==> config.mk <==
export PLATFORM = sky130hd
export DESIGN_NAME = link_round_robin_arbiter
export DESIGN_NICKNAME = d
export VERILOG_FILES = /design/src/rtl/arb_pkg.sv /design/src/rtl/req_sync.sv /design/src/rtl/link_round_robin_arbiter.sv
export SDC_FILE = /design/constraint.sdc
export NUM_CORES = 1
export LEC_CHECK = 0
export BUFFER_PORTS_ARGS = -buffer_cell sky130_fd_sc_hd__buf_2
export CAP_MARGIN = 20
export CORE_AREA = 5 5 85 87
export DETAILED_ROUTE_END_ITERATION = 16
export DIE_AREA = 0 0 90 92
export PLACE_DENSITY = 0.68
export SYNTH_ARGS = -nofsm -noshare
export SYNTH_HDL_FRONTEND = slang
export SYNTH_HIERARCHICAL = 1
export SYNTH_SLANG_ARGS = --single-unit
==> constraint.sdc <==
create_clock -name clk_clk -period 4.6 [get_ports clk_clk]
set_clock_uncertainty 0.2 [all_clocks]
set_input_delay 0.46 -clock clk_clk [delete_from_list [all_inputs] [get_ports clk_clk]]
set_output_delay 0.46 -clock clk_clk [all_outputs]
set_load 0.005 [all_outputs]
==> src/rtl/arb_pkg.sv <==
// rtl/arb_pkg.sv - shared types, defaults and sizing helper for the link arbiter
package arb_pkg;

    typedef enum logic [1:0] {
        IDLE    = 2'd0,
        GRANT   = 2'd1,
        RELEASE = 2'd2
    } arb_state_t;

    localparam int DEF_N_REQ       = 4;
    localparam int DEF_MAX_HOLD    = 50_000_000;
    localparam int DEF_GAP_CYCLES  = 4;
    localparam int DEF_SYNC_STAGES = 2;

    function automatic int clog2(input int value);
        int bits;
        int rem;
        bits = 0;
        rem  = value - 1;
        while (rem > 0) begin
            bits++;
            rem = rem >> 1;
        end
        return bits;
    endfunction

endpackage

==> src/rtl/req_sync.sv <==
// rtl/req_sync.sv - multi-stage synchronizer whose flops reset to 1 (request idle)
module req_sync #(
    parameter int WIDTH  = 1,
    parameter int STAGES = 2
) (
    input  logic             clk,
    input  logic             rst_n,
    input  logic [WIDTH-1:0] d,
    output logic [WIDTH-1:0] q
);

    logic [WIDTH-1:0] chain [STAGES];

    always_ff @(posedge clk or negedge rst_n) begin
        if (!rst_n) begin
            for (int i = 0; i < STAGES; i++) chain[i] <= '1;
        end else begin
            chain[0] <= d;
            for (int i = 1; i < STAGES; i++) chain[i] <= chain[i-1];
        end
    end

    assign q = chain[STAGES-1];

endmodule

==> src/rtl/link_round_robin_arbiter.sv <==
// rtl/link_round_robin_arbiter.sv - round-robin arbiter for a shared resource with hold timeout and release guard gap
module link_round_robin_arbiter
    import arb_pkg::*;
#(
    parameter int N_REQ       = DEF_N_REQ,
    parameter int MAX_HOLD    = DEF_MAX_HOLD,
    parameter int GAP_CYCLES  = DEF_GAP_CYCLES,
    parameter int SYNC_STAGES = DEF_SYNC_STAGES
) (
    input  logic                      clk_clk,
    input  logic                      reset_reset_n,
    input  logic [N_REQ-1:0]          req_n,
    output logic [N_REQ-1:0]          grant,
    output logic [clog2(N_REQ)-1:0]   owner,
    output logic                      busy,
    output logic                      timeout_pulse
);

    localparam int OW = clog2(N_REQ);
    localparam int HW = (clog2(MAX_HOLD) < 1) ? 1 : clog2(MAX_HOLD);
    localparam int GW = clog2(GAP_CYCLES + 1);
    localparam logic [HW-1:0] HOLD_LAST = HW'(MAX_HOLD - 1);
    localparam logic [GW-1:0] GAP_LAST  = GW'(GAP_CYCLES - 1);

    logic [N_REQ-1:0] req_n_sync;
    logic [N_REQ-1:0] req;
    logic [N_REQ-1:0] req_eff;
    logic [N_REQ-1:0] lockout;
    arb_state_t       state;
    logic [HW-1:0]    hold_cnt;
    logic [GW-1:0]    gap_cnt;
    logic [OW-1:0]    rr_start;
    logic [OW:0]      pick;
    logic             owner_req;

    req_sync #(
        .WIDTH  (N_REQ),
        .STAGES (SYNC_STAGES)
    ) u_req_sync (
        .clk   (clk_clk),
        .rst_n (reset_reset_n),
        .d     (req_n),
        .q     (req_n_sync)
    );

    assign req       = ~req_n_sync;
    assign req_eff   = req & ~lockout;
    assign owner_req = req[owner];

    // Returns {found, index}; scanning backwards lets the earliest hit in circular order win.
    function automatic logic [OW:0] rr_pick(input logic [N_REQ-1:0] vec, input logic [OW-1:0] start);
        logic [OW:0] res;
        int          idx;
        res = '0;
        for (int i = N_REQ - 1; i >= 0; i--) begin
            idx = (int'(start) + i) % N_REQ;
            if (vec[idx]) res = {1'b1, OW'(idx)};
        end
        return res;
    endfunction

    assign pick = rr_pick(req_eff, rr_start);

    always_ff @(posedge clk_clk or negedge reset_reset_n) begin
        if (!reset_reset_n) begin
            state         <= IDLE;
            owner         <= '0;
            rr_start      <= '0;
            hold_cnt      <= '0;
            gap_cnt       <= '0;
            lockout       <= '0;
            grant         <= '0;
            busy          <= 1'b0;
            timeout_pulse <= 1'b0;
        end else begin
            timeout_pulse <= 1'b0;
            // A locked-out node is forgiven once its synced request has dropped.
            lockout       <= lockout & req;
            case (state)
                IDLE: begin
                    if (pick[OW]) begin
                        owner    <= pick[OW-1:0];
                        rr_start <= (int'(pick[OW-1:0]) == N_REQ - 1) ? '0 : pick[OW-1:0] + OW'(1);
                        hold_cnt <= '0;
                        grant    <= N_REQ'(1) << pick[OW-1:0];
                        busy     <= 1'b1;
                        state    <= GRANT;
                    end
                end
                GRANT: begin
                    hold_cnt <= hold_cnt + HW'(1);
                    if (!owner_req || hold_cnt == HOLD_LAST) begin
                        grant   <= '0;
                        busy    <= 1'b0;
                        gap_cnt <= '0;
                        state   <= RELEASE;
                        if (owner_req) begin
                            lockout[owner] <= 1'b1;
                            timeout_pulse  <= 1'b1;
                        end
                    end
                end
                RELEASE: begin
                    gap_cnt <= gap_cnt + GW'(1);
                    if (gap_cnt == GAP_LAST) state <= IDLE;
                end
                default: state <= IDLE;
            endcase
        end
    end

endmodule

==> results of run 1 <==
## per-layer routing
layer	track usage	wire length [microns]
met5	0	0
met4	0.0335	53
met3	0.0278	167
met2	0.205	2390
met1	0.182	2530
## stage by stage
step	hold WS, ns	setup slack, ns	std cells	instance area (sq um)	power [uW]
after global placement	0.146	2.37	348	2850	1000
after floorplan	-0.0356	2.58	271	2740	894
after global routing	0.0381	2.24	357	2950	1370
after CTS	0.0421	2.32	356	2940	1280
after detailed placement	0.149	2.34	348	2850	1020
final	0.0505	2.33	357	2950	1280
## final cells by class
class | instances | area [sq um] | share of cell area
sequential | 53 | 1340 | 0.453
multi-input combinational | 192 | 1290 | 0.438
tap | 77 | 96.3 | 0.0326
timing repair buffer | 16 | 95.1 | 0.0322
clock buffer | 8 | 90.1 | 0.0305
inverter | 11 | 41.3 | 0.0140
## worst max-delay path, delay by kind of cell (launching register included)
| family | cells | cell delay (ns) |
|---|---|---|
| flip-flops | 1 | 0.45 |
| AO/OA/AOI/OAI | 2 | 0.29 |
| adder cells (fa/ha/maj) | 1 | 0.32 |
| AND/OR/NAND/NOR | 2 | 0.88 |
## sequential cells by signal, summed over array words and instances, names as in the netlist
signal            flops
rr_start              2
u_req_sync/chain      4
hold_cnt             26
timeout_pulse         1
grant                 4
state                 2
busy                  1
gap_cnt               3
u_req_sync/q          4
owner                 2
lockout               4
## power by group
part | total [uW] | internal (uW) | switching, uW
Combinational | 392 | 159 | 234
Clock | 263 | 123 | 140
Sequential | 625 | 536 | 89.6
## how the worst max path moves through the flow
stage                start           end  depth (start not counted)
2_1_floorplan  hold_cnt[0]  hold_cnt[14]                          6
3_3_place_gp   hold_cnt[0]  hold_cnt[14]                          5
3_5_place_dp   hold_cnt[0]  hold_cnt[14]                          5
4_1_cts        hold_cnt[0]  hold_cnt[14]                          5
5_1_grt        hold_cnt[0]  hold_cnt[14]                          5
6_report       hold_cnt[0]  hold_cnt[14]                          5
## cell usage after synthesis, types with 3 or more instances
cell type,n
nor2_1,21
a31oi_1,3
a211oi_1,3
o21ai_0,22
o31a_1,3
and2_1,3
mux2i_1,9
buf_2,4
and3_1,3
clkbuf_1,7
nand3_1,12
nand2_1,41
ha_1,7
nand4_1,8
nor3_1,4
a41oi_1,4
dfstp_2,8
o31ai_1,4
nand2b_1,3
o31ai_2,3
buf_4,4
inv_1,11
dfrtp_1,45
## cell families after synthesis
kind of cell               after synthesis  synth area share
and+or+nand+nor                        115             0.237
AOI/OAI and AO/OA                       55             0.142
DFF                                     53             0.488
buffers and inverters                   26            0.0429
muxes                                   12            0.0493
adders and majority gates                7            0.0320
xor gates and xnor gates                 3           0.00960
==> metrics, run 1 <==
PD cells 434 nW/um^2; final-layout fill cell count 616; ys async rst share 1.00; Reg2Reg Depth 5; Die X 90 microns; final hold viol count 0; Routed WL per cell 14.4 microns; FF-to-FF End hold_cnt[14]; Layout area overhead 7.81%; routed vias/inst 5.51; antenna diode count 0; DRC 0; wirelength, routed 5.15 mm; Crit-path slowest cell or4_1; kind of critical path reg2reg; worst hold endpoint u_req_sync/chain[5]; die area 8280 sq um; Tcrit/Tclk final 0.493; root buffer cell clkbuf_8; main flop type after synthesis dfrtp_1; Post-synth EDFFs 0; CTS tree built; CP endpoint kind register; nets 292; share of layout cells above drive strength 1 0.164; sequential area share after synthesis 0.488; hold depth 1; Hold Crit Class in2reg; commonest cells after routing, fill and taps aside 45 x dfrtp_1, 41 x nand2_1, 22 x o21ai_0, 21 x nor2_1, 13 x buf_2; hold-fix buffer count after cts 0; r2r setup slk 2.33 ns; Leak 0.00138 uW; status finished clean; Post-Syn Instances 271; Max transition margin 0.520; initial antenna violation count 0; H-tree Lvls 2; hold_sp req_n[1]; die height 92 microns; commonest non-fill, non-tap cell in the layout dfrtp_1; critical path data arrival time 2.26 ns; Slowest Stage Delay on Critical Path 0.67 ns; final slew viol count 0; initial core utilization 0.436; clock buffer depth 2; setup tns final 0 ns; initial DRC count 90; synth unique cells 50; CTS Buf Count 5; flops & latches, synth 53; clock period minus worst slack 2.27 ns; Max IR drop VDD 0.286 mV; critical path peak fanout 7; Mapped Area 2740 sq um; post-layout util 0.470; setup bufs post-CTS 0; RSZ-0062 raised after global routing no; max-cap viol count 0; DP HPWL 3.59 mm; Antenna Nets Post-Route 0; worst slew pin tran 0.719 ns; Post-Syn Nets 284; Synth area leaders dfrtp_1 41%, dfstp_2 7.7%, nand2_1 5.6%; largest net degree at the start of global routing 54; R2R Path Start hold_cnt[0]; crit path launch type register; vias in the first global route 1905; highest clock rate 0.441 GHz; via count 1967; post-CTS sizing 0; Mean Syn Cell Area 10.1 sq um; cell taking the most area after synthesis dfrtp_1; first-pass GRT wire length 9.11 mm; gr usage total 0.130; Ys Warns 6; cell row count 29; crit-path cells ha_1, nand4_2, or4_1, o211ai_2, o31ai_2; I/O Buffers 13; drt pass-1 iters 4; top-level I/O count 14; required time at the worst-slack endpoint 4.59 ns; Final Setup Violations 0; gp weighted congestion 0.842; share of the synthesized area in the top cell type 0.411; Clock transition at path regs 0.09 ns; CTS Sinks 53; core footprint 6280 sq um; worst skew pair latency 0.30 ns; GRT overflow 0
(Power assumes the default switching activity.)
==> run 2, diff against run 1 <==
Settings changed: PLACE_DENSITY 0.68 to 0.7.
Clock period 4.6 ns to 1.95 ns, I/O delays scaled along.
==> run 2 against run 1 <==
Maximum frequency rose by 21%. Register-to-register slack got worse by 2.3 ns. Sequential power rose by 130%. Critical path depth fell by 1. Highest routed layer unchanged. Largest power group unchanged. Sequential share of layout area fell by 3.8 points.
==> metrics, run 2 (synthesized netlist as in run 1, its figures left out) <==
Final Setup Violations 0 (unchanged); Clock transition at path regs 0.10 ns (about the same); vias in the first global route 2122 (+11%); critical path data arrival time 1.88 ns (-0.38 ns); post-layout util 0.514 (+0.0437); hold_sp u_req_sync/chain[6]; clock period minus worst slack 1.88 ns (-0.386 ns); clock buffer depth 2 (unchanged); PD cells 1010 nW/um^2 (+130%); status finished clean; drt pass-1 iters 4 (unchanged); Final WS setup 0.0690 ns (-2.26 ns); Antenna Nets Post-Route 0 (unchanged); required time at the worst-slack endpoint 1.95 ns (-2.64 ns); fin area 3230 sq um (+9.3%); Layout area overhead 17.8%; Routed WL per cell 14.9 microns (+3.1%); via count 2139 (+8.7%); CTS tree built; initial DRC count 128 (+42%); die area 8280 sq um (unchanged); DP HPWL 4.12 mm (+15%); gp weighted congestion 0.799 (-5.0%); Max IR drop VDD 0.846 mV (+200%); initial antenna violation count 0 (unchanged); RSZ-0062 raised after global routing yes; Leak 0.00152 uW (+10%); gr usage total 0.148 (+0.0178); share of layout cells above drive strength 1 0.250 (+0.0857); highest clock rate 0.532 GHz (+21%); DRC 0 (unchanged); R2R Path Start hold_cnt[3]; initial core utilization 0.436 (unchanged); final hold viol count 0 (unchanged); Final Power 3270 uW (+160%); first-pass GRT wire length 10.1 mm (+11%); kind of critical path reg2reg; Max transition margin 0.665 (+0.145); Die X 90 microns (unchanged); r2r setup slk 0.07 ns (-2.26 ns); core footprint 6280 sq um (unchanged); nets 320 (+9.6%); placed insts 371 (+6.6%); Tcrit/Tclk final 0.965 (+0.472); Hold Crit Class reg2reg; largest net degree at the start of global routing 33 (-39%); wirelength, routed 5.72 mm (+11%); critical path peak fanout 6 (-1); GRT overflow 0 (unchanged); hold depth 0 (-1); top-level I/O count 14 (unchanged); Non-Filler Instances 385 (+7.8%); die height 92 microns (unchanged); I/O Buffers 13 (unchanged); routed vias/inst 5.56 (+0.84%); worst hold endpoint u_req_sync/q[2]; commonest cells after routing, fill and taps aside 45 x dfrtp_1, 41 x nand2_1, 24 x buf_4, 21 x o21ai_0, 19 x nor2_1; final slew viol count 0 (unchanged); CTS Sinks 53 (unchanged); Reg with most FFs hold_cnt; worst skew pair latency 0.31 ns (about the same); antenna diode count 0 (unchanged); crit path launch type register; CTS Buf Count 5 (unchanged); pre-CTS setup slack 0.0810 ns (-2.26 ns); CP endpoint kind register; root buffer cell clkbuf_8; Reg2Reg Depth 4 (-1); max-cap viol count 0 (unchanged); max FFs per register 26 (unchanged); worst slew pin tran 0.503 ns (-0.215 ns); FF-to-FF End hold_cnt[14]; H-tree Lvls 2 (unchanged); commonest non-fill, non-tap cell in the layout dfrtp_1; cell area after placement 3060 sq um (+7.3%); cell row count 29 (unchanged)
[run 2: cell count changes in the layout (fill, tap and decap cells not counted), moves of 2 or more]
| cell | change |
|---|---|
| buf_4 | +22 |
| buf_12 | +2 |
| clkbuf_1 | -2 |
| nor2_1 | -2 |
| nor2_2 | +2 |
| dlygate4sd3_1 | +5 |
[run 2: worst max-delay path, stage by stage, from the launching register on]
cell      delay, ns
dfrtp_1        0.49
nand4b_4       0.12
or4_1          0.66
o211ai_2       0.21
o31ai_2        0.08
[run 2: layer usage]
metal | vias to the layer above | track usage | routed length, microns
li1 | 1044 | - | -
met1 | 1068 | 0.199 | 2830
met2 | 21 | 0.238 | 2660
met3 | 6 | 0.0303 | 149
met4 | 0 | 0.0496 | 80
met5 | - | 0 | 0
[run 2: area by class of cell]
type,count,area [sq um]
clock buffers,5,68.8
clock inverters,3,21.3
fillers,572,3050
inverters,11,41.3
multi-input cells,192,1330
flip-flops and latches,53,1340
well taps,77,96.3
repair buffers,44,335
[run 2: where the power goes]
| part | total, uW | internal [uW] | switching, uW |
|---|---|---|---|
| registers | 1410 | 1260 | 142 |
| clock network | 632 | 255 | 377 |
| logic | 1240 | 546 | 689 |
| total | 3270 | 2070 | 1210 |
[run 2: timing repair]
action / CTS / global route
endpoints found under the hold margin: 25 / 0
buffers inserted: 0 / 1
setup endpoints to repair: 0 / 18
gates resized for setup: 0 / 7
hold buffers: 5 / 0
[run 2: how the worst max path moves through the flow]
stage                        end  slack, ns            start  cells past startpoint
CTS                  rr_start[1]       0.07  u_req_sync/q[1]                      7
global placement    hold_cnt[16]       0.11      hold_cnt[3]                      4
finish              hold_cnt[14]       0.07      hold_cnt[3]                      4
floorplan            rr_start[1]      -0.02  u_req_sync/q[1]                      8
global route        hold_cnt[15]      -0.02      hold_cnt[0]                      5
detailed placement   rr_start[1]       0.08  u_req_sync/q[1]                      7
[run 2: through the flow]
step	hold slack, ns	setup TNS (ns)
after global routing	0.169	-0.0423
after CTS	0.162	0
after detailed placement	-0.00435	0
after floorplan	-0.301	-0.0222
after global placement	-0.0172	0
final	0.161	0
